--- src/rtl/hold_sequencer.sv ---
// Fills a SIZE-deep hold_value buffer one accepted sample per cycle, keeping a running sum,
// then presents the complete window (o_full) until downstream releases it.
module hold_sequencer #(
    parameter int WIDTH = 8,
    parameter int SIZE  = 25
) (
    input  logic                            i_clk,
    input  logic                            i_rst_n,
    input  logic                            i_valid,
    input  logic [WIDTH-1:0]                i_din,
    output logic                            o_ready,
    output logic [$clog2(SIZE)-1:0]         o_hv_enable,
    output logic [WIDTH-1:0]                o_hv_din,
    output logic [$clog2(SIZE+1)-1:0]       o_count,
    output logic [WIDTH+$clog2(SIZE)-1:0]   o_sum,
    output logic                            o_full,
    input  logic                            i_release
);
    localparam int EW = $clog2(SIZE);
    localparam int CW = $clog2(SIZE + 1);
    localparam int SW = WIDTH + EW;
    localparam logic [CW-1:0] LAST = CW'(SIZE - 1);

    typedef enum logic [1:0] {LOAD, COMMIT, FULL} state_t;
    state_t state, state_nxt;

    logic accept;
    logic win_clear;

    assign o_ready   = (state == LOAD);
    assign accept    = i_valid & o_ready;
    assign win_clear = (state == FULL) & i_release;

    always_comb begin
        state_nxt = state;
        case (state)
            LOAD:    if (accept && o_count == LAST) state_nxt = COMMIT;
            // One cycle for the final slot write to land in hold_value.
            COMMIT:  state_nxt = FULL;
            FULL:    if (i_release) state_nxt = LOAD;
            default: state_nxt = LOAD;
        endcase
    end

    always_ff @(posedge i_clk or negedge i_rst_n) begin
        if (!i_rst_n) begin
            state  <= LOAD;
            o_full <= 1'b0;
        end else begin
            state  <= state_nxt;
            o_full <= (state_nxt == FULL);
        end
    end

    // Slot index/data hold when idle; hold_value simply rewrites the same slot.
    always_ff @(posedge i_clk or negedge i_rst_n) begin
        if (!i_rst_n) begin
            o_hv_enable <= '0;
            o_hv_din    <= '0;
            o_count     <= '0;
            o_sum       <= '0;
        end else if (accept) begin
            o_hv_enable <= o_count[EW-1:0];
            o_hv_din    <= i_din;
            o_count     <= o_count + 1'b1;
            o_sum       <= o_sum + SW'(i_din);
        end else if (win_clear) begin
            o_count <= '0;
            o_sum   <= '0;
        end
    end
endmodule

--- config.mk ---
export PLATFORM = sky130hd
export DESIGN_NAME = hold_sequencer
export DESIGN_NICKNAME = d
export VERILOG_FILES = /design/src/rtl/hold_sequencer.sv
export SDC_FILE = /design/constraint.sdc
export NUM_CORES = 1
export LEC_CHECK = 0
export CAP_MARGIN = 20
export CORE_UTILIZATION = 52
export CTS_CLUSTER_DIAMETER = 120
export DETAILED_ROUTE_END_ITERATION = 6
export HOLD_SLACK_MARGIN = 0.08
export PLACE_DENSITY_LB_ADDON = 0.25
export REMOVE_ABC_BUFFERS = 1
export SLEW_MARGIN = 20
export SYNTH_ARGS = -nofsm -noshare
export SYNTH_HDL_FRONTEND = slang
export SYNTH_SLANG_ARGS = --single-unit
--- constraint.sdc ---
create_clock -name i_clk -period 5.6 [get_ports i_clk]
set_clock_uncertainty 0.05 [all_clocks]
set_input_delay 0.84 -clock i_clk [delete_from_list [all_inputs] [get_ports i_clk]]
set_output_delay 0.84 -clock i_clk [all_outputs]
set_load 0.1 [all_outputs]
---- Word level (Yosys, flattened, before mapping) ----
Cells that the tools add are included.
cells by class
  $add $sub $neg .......................... 2
  multiply operators ...................... 0
  div/mod/pow operators ................... 0
  magnitude comparators ................... 0
  eq/ne operators ......................... 4
  shifts and indexed selects .............. 0
  mux-type cells .......................... 7
  bitwise gates (word level) .............. 2
  reduce and logical (&&, ||, !) cells .... 3
operators by type and width
  cell                 count
  $mux 13              2
  $add 13x8->13        1
  $mux 5               2
  $pmux 2 s3           1
  $add 5x1->5 const B  1
  $eq 5x5->1 const B   1
  $eq 2x2->1 const B   2
  $mux 2               2
  $and 1x1->1          2
  $eq 2x1->1 const B   1
  $logic_not 2->1      1
  $reduce_bool 2->1    1
  $logic_and 1x1->1    1
word-level totals
  flip-flop bits (word level) ............. 34
  bits in latches ......................... 0
  bits in writable memories ............... 0
  memory bits (read-only) ................. 0
  bits of input ports ..................... 12
  output and inout port bits .............. 33
  word-level logic and storage cells ...... 24
  memories ................................ 0

---- Longest topological paths before layout ----
  depth in word-level cells ............... 6
  mapped depth ............................ 8

---- Worst setup path after synthesis ----
No wires, ideal clock.
  path kind ............................... register -> register
  start ................................... reg o_sum[0]
  end ..................................... reg o_sum[6]
  setup time .............................. 123 ps
  arrival time ............................ 2477 ps
  required time ........................... 5427 ps
  path slack .............................. 2950 ps
  stages on the path, launching flop included .. 9
  path buffers ............................ 0
  clock period less this slack ............ 2650 ps
  cell sequence ........................... dfrtp_1 > ha_1 > inv_1 > fa_1 > nand2b_1 > a21oi_1 > o21a_1 > o21ai_0 > a32o_1
on the way
  word-level cells in the longest chain between the ends .. 2
ends and longest elaborated chain
  what                    line  text
  start, declared         15    output logic [WIDTH+$clog2(SIZE)-1:0] o_sum,
  start signal, assigned  66    o_sum <= o_sum + SW'(i_din);
  $add 13x8->13           66
  $mux 13                 62    end else if (accept) begin
Every way passes these cells.
A chain may end at the register's enable or synchronous reset.

---- Final worst setup path ----
  start ................................... reg state[0]
  end ..................................... out o_ready
on the way
  word-level cells in the longest chain between the ends .. 1
ends and longest elaborated chain
  what                    line  text
  start, declared         25    state_t state, state_nxt;
  start signal, assigned  50    state <= state_nxt;
  $logic_not 2->1         30    assign o_ready = (state == LOAD);
  end, declared           11    output logic o_ready,
Every way passes these cells.

==> parameters.txt <==
Parameter                              Value

Floorplanning
  Die height ... roughly 60 um
  Initial core utilization ... between 50% and 60%
  Width of the chip ... a little under 60 um
  Number of primary I/O pins ... 45
  Full die area ... around 3500 um2
  Core box area ... 3080 um2
  Total number of placement rows ... 20

Clocking
  CTS hold repair buffers ... 0
  Clock Root Buffer ... clkbuf_4
  Sink count of the clock tree ... 34
  Number of buffers created by CTS ... 5
  Later-pin clock latency in the skew report ... between 0.3 and 0.4 ns
  Clock tree from TritonCTS ... built
  CTS H-tree lvls ... 2
  Register clock-pin slew on the reported worst setup and hold paths ... 0.11 ns
  CTS resizes ... 0
  Clock Tree Buf Depth ... 2
  Number of post-CTS setup repair buffers ... 0

Run status
  Status ... complete, no violations

Detailed routing
  DR iter-0 viols ... 54
  Detail Route Antenna Nets ... 0
  Average routed wire per standard cell ... around 14 um
  Post-detailed-route via-to-cell ratio ... roughly 5.6
  Total length of routed wires ... roughly 3800 um
  Drc violations ... 0
  Vias ... between 1500 and 2000
  First-pass iteration count of the detailed router ... 4

GRT
  Number of antenna violations at the first check in global routing ... 0
  Vias in the first global route ... 1483
  Final global-route overflow total ... 0
  Pin count of the biggest net entering global routing ... 35
  Global-route wire length before repair ... approximately 6400 um
  All-layer global routing usage ... 24.7%

Logic synthesis
  Share of synthesized registers carrying an async set or reset ... 100%
  Fraction of the mapped netlist area in adder cells ... under 10%
  Mean Syn Cell Area ... 9.62 um2
  Sequential element share of the synthesized area ... 49.7%
  Basic-gate share of the synthesized area counting and, or, nand and nor cells ... between 20% and 30%
  Yosys synthesis warning count ... 0
  Compound-cell area share of the yosys netlist ... between 10% and 20%
  Summed instance area of the synthesized netlist ... between 1500 and 2000 um2
  Area share of xor/xnor cells in the synthesized design ... around 1.0%
  Multiplexer share of the synthesized area ... ~2.5%
  Flip-flop and latch count after synthesis ... 34
  EDFF count, synth ... 0
  Top FF cell, synth ... dfrtp_1
  Number of distinct library cell variants in the gate-level netlist after synthesis ... 32
  Mapped Cells ... around 180
  Dominant combinational cell family by area after synthesis ... simple AND/OR/NAND/NOR gates

STA
  Achievable Freq ... around 0.33 GHz
  Post-route minimum period ... 3.02 ns
  Total negative slack for setup checks ... 0 ns
  Slew HR ... roughly a third
  Unrepaired setup endpoints after global routing ... false
  Final number of hold-violating endpoints ... 0
  Pin slew with the least headroom to its limit ... approximately 1 ns
  Setup violations, final ... 0
  Number of max-slew violations in the final report ... 0
  Final period utilization ... between 50% and 60%

Final layout
  Final non-filler cell total ... between 200 and 300
  Share of post-route cells with drive strength above 1 ... roughly 5.8%
  Highest-count cells in the layout ignoring fill and taps ... 47 x nand2_1, 44 x clkdlybuf4s50_1, 34 x dfrtp_1, 15 x o21ai_0, 10 x ha_1
  Number of nets in the layout ... around 250
  Layout filler cell count ... between 200 and 250
  Leading cell type in the layout, fill and taps excluded ... nand2_1
  Multi-input combinational cell area ... approximately 820 um2
  Synth-to-layout area growth ... 31.9%
  Flip-flop and latch area ... ~850 um2
  Number of antenna cells inserted ... 0

Setup path
  CP max-delay cell ... clkdlybuf4s50_1
  Required time at the endpoint of the critical path ... 4.71 ns
  Endpoint arrival time on the critical path ... approximately 2.1 ns
  CP Launch Type ... register
  Largest stage delay, worst path ... 1.15 ns
  Reg2Reg Launch Point ... state[0]$_DFF_PN0_
  CP Launch Point ... state[0]$_DFF_PN0_
  Critical path start-end classification ... register to output pin
  Highest net fanout along the worst path ... 6
  Cell breakdown of the critical path ... nor2_1 > clkdlybuf4s50_1
  Element type at the critical path end ... output pin

Run
  Max capacitance violation total ... 0

Placed design
  Port Buffer Count ... 44
  Number of placed cells counting well taps ... 262
  Half-perimeter wire length after detailed placement ... between 2000 and 3000 um
  Routability congestion estimate from global placement ... a little over 0.9

Worst hold path
  Worst Hold Launch ... o_hv_enable[2]$_DFFE_PN0P_
  Class of the tightest hold or removal check ... register to register
## sequential cells by signal, indices dropped and copies added, names as in the netlist
| signal | flops |
|---|---|
| o_hv_din | 8 |
| o_hv_enable | 5 |
| o_count | 5 |
| state | 2 |
| o_sum | 13 |
| o_full | 1 |
## per-stage QoR
stage | setup slack (ns) | hold slack, ns | area, um2 | util (%)
floorplan | 2.55 | 0.494 | 1690 | -
global placement | 2.60 | 0.407 | 2190 | 71.3
detailed placement | 2.52 | 0.422 | 2190 | 71.3
CTS | 2.57 | 0.446 | 2260 | 73.3
global route | 2.51 | 0.474 | 2260 | 73.3
finish | 2.58 | 0.441 | 2260 | 73.3
## metal layers
metal | track usage, % | part of all wire, % | vias up
li1 | - | - | 721
met1 | 30.7 | 44 | 724
met2 | 42.2 | 50 | 51
met3 | 4.15 | 4.9 | 6
met4 | 10.9 | 1.4 | 0
met5 | 0 | 0 | -
## path summary, 6_finish.rpt
kind                                         endpoint  slack, ns  cells after the start
setup reg to reg               o_count[2]$_DFFE_PN0P_       3.37                      4
hold / removal             o_hv_enable[2]$_DFFE_PN0P_       0.44                      2
setup / recovery                              o_ready       2.58                      2
min in group asynchronous     o_hv_din[0]$_DFFE_PN0P_       0.84                      2
hold reg to reg            o_hv_enable[2]$_DFFE_PN0P_       0.44                      2
max in group asynchronous       o_sum[11]$_DFFE_PN0P_       4.36                      2
## area by class of cell
type	instances	area share (%)
flip-flops and latches	34	37.7
multi-input cells	134	36.4
repair buffers	45	19.8
well taps	44	2.44
clock buffers	6	2.27
inverters	5	0.831
clock inverters	2	0.554
## cell usage after synthesis (2+ instances only)
cell type  instances  area, um2
o21ai_0           15       75.1
ha_1              10        125
a32o_1             3       30.0
o211ai_1           3       22.5
or3_1              3       18.8
o31ai_1            3       22.5
buf_2              2       10.0
nand2b_1           3       18.8
nor2_1             7       26.3
a22o_1             3       26.3
a21oi_1            8       40.0
and3_1             2       12.5
nand2_1           47        176
nand3_1            4       20.0
inv_1              5       18.8
clkbuf_1           3       11.3
nand4_1            4       25.0
mux2i_1            2       20.0
mux2_2             2       22.5
nor2b_1            2       12.5
a21o_1             3       22.5
dfrtp_1           34        851
## worst max-delay path, delay by kind of cell (launching register included)
kind	cells	cell delay, ns
flops	1	0.46
simple gates	1	0.17
buf+inv	1	1.15
## kinds of logic (layout without fill, tap and decap cells)
logic type | after synthesis | after routing
AOI/OAI and AO/OA | 41 | 41
xor gates and xnor gates | 2 | 2
adders and majority gates | 11 | 11
buffers and inverters | 10 | 58
DFF | 34 | 34
muxes | 4 | 4
and+or+nand+nor | 76 | 76
Power is left out: the tool's default activity adds up to more than one toggle a clock period on the data nets, which glitch-free logic cannot reach.
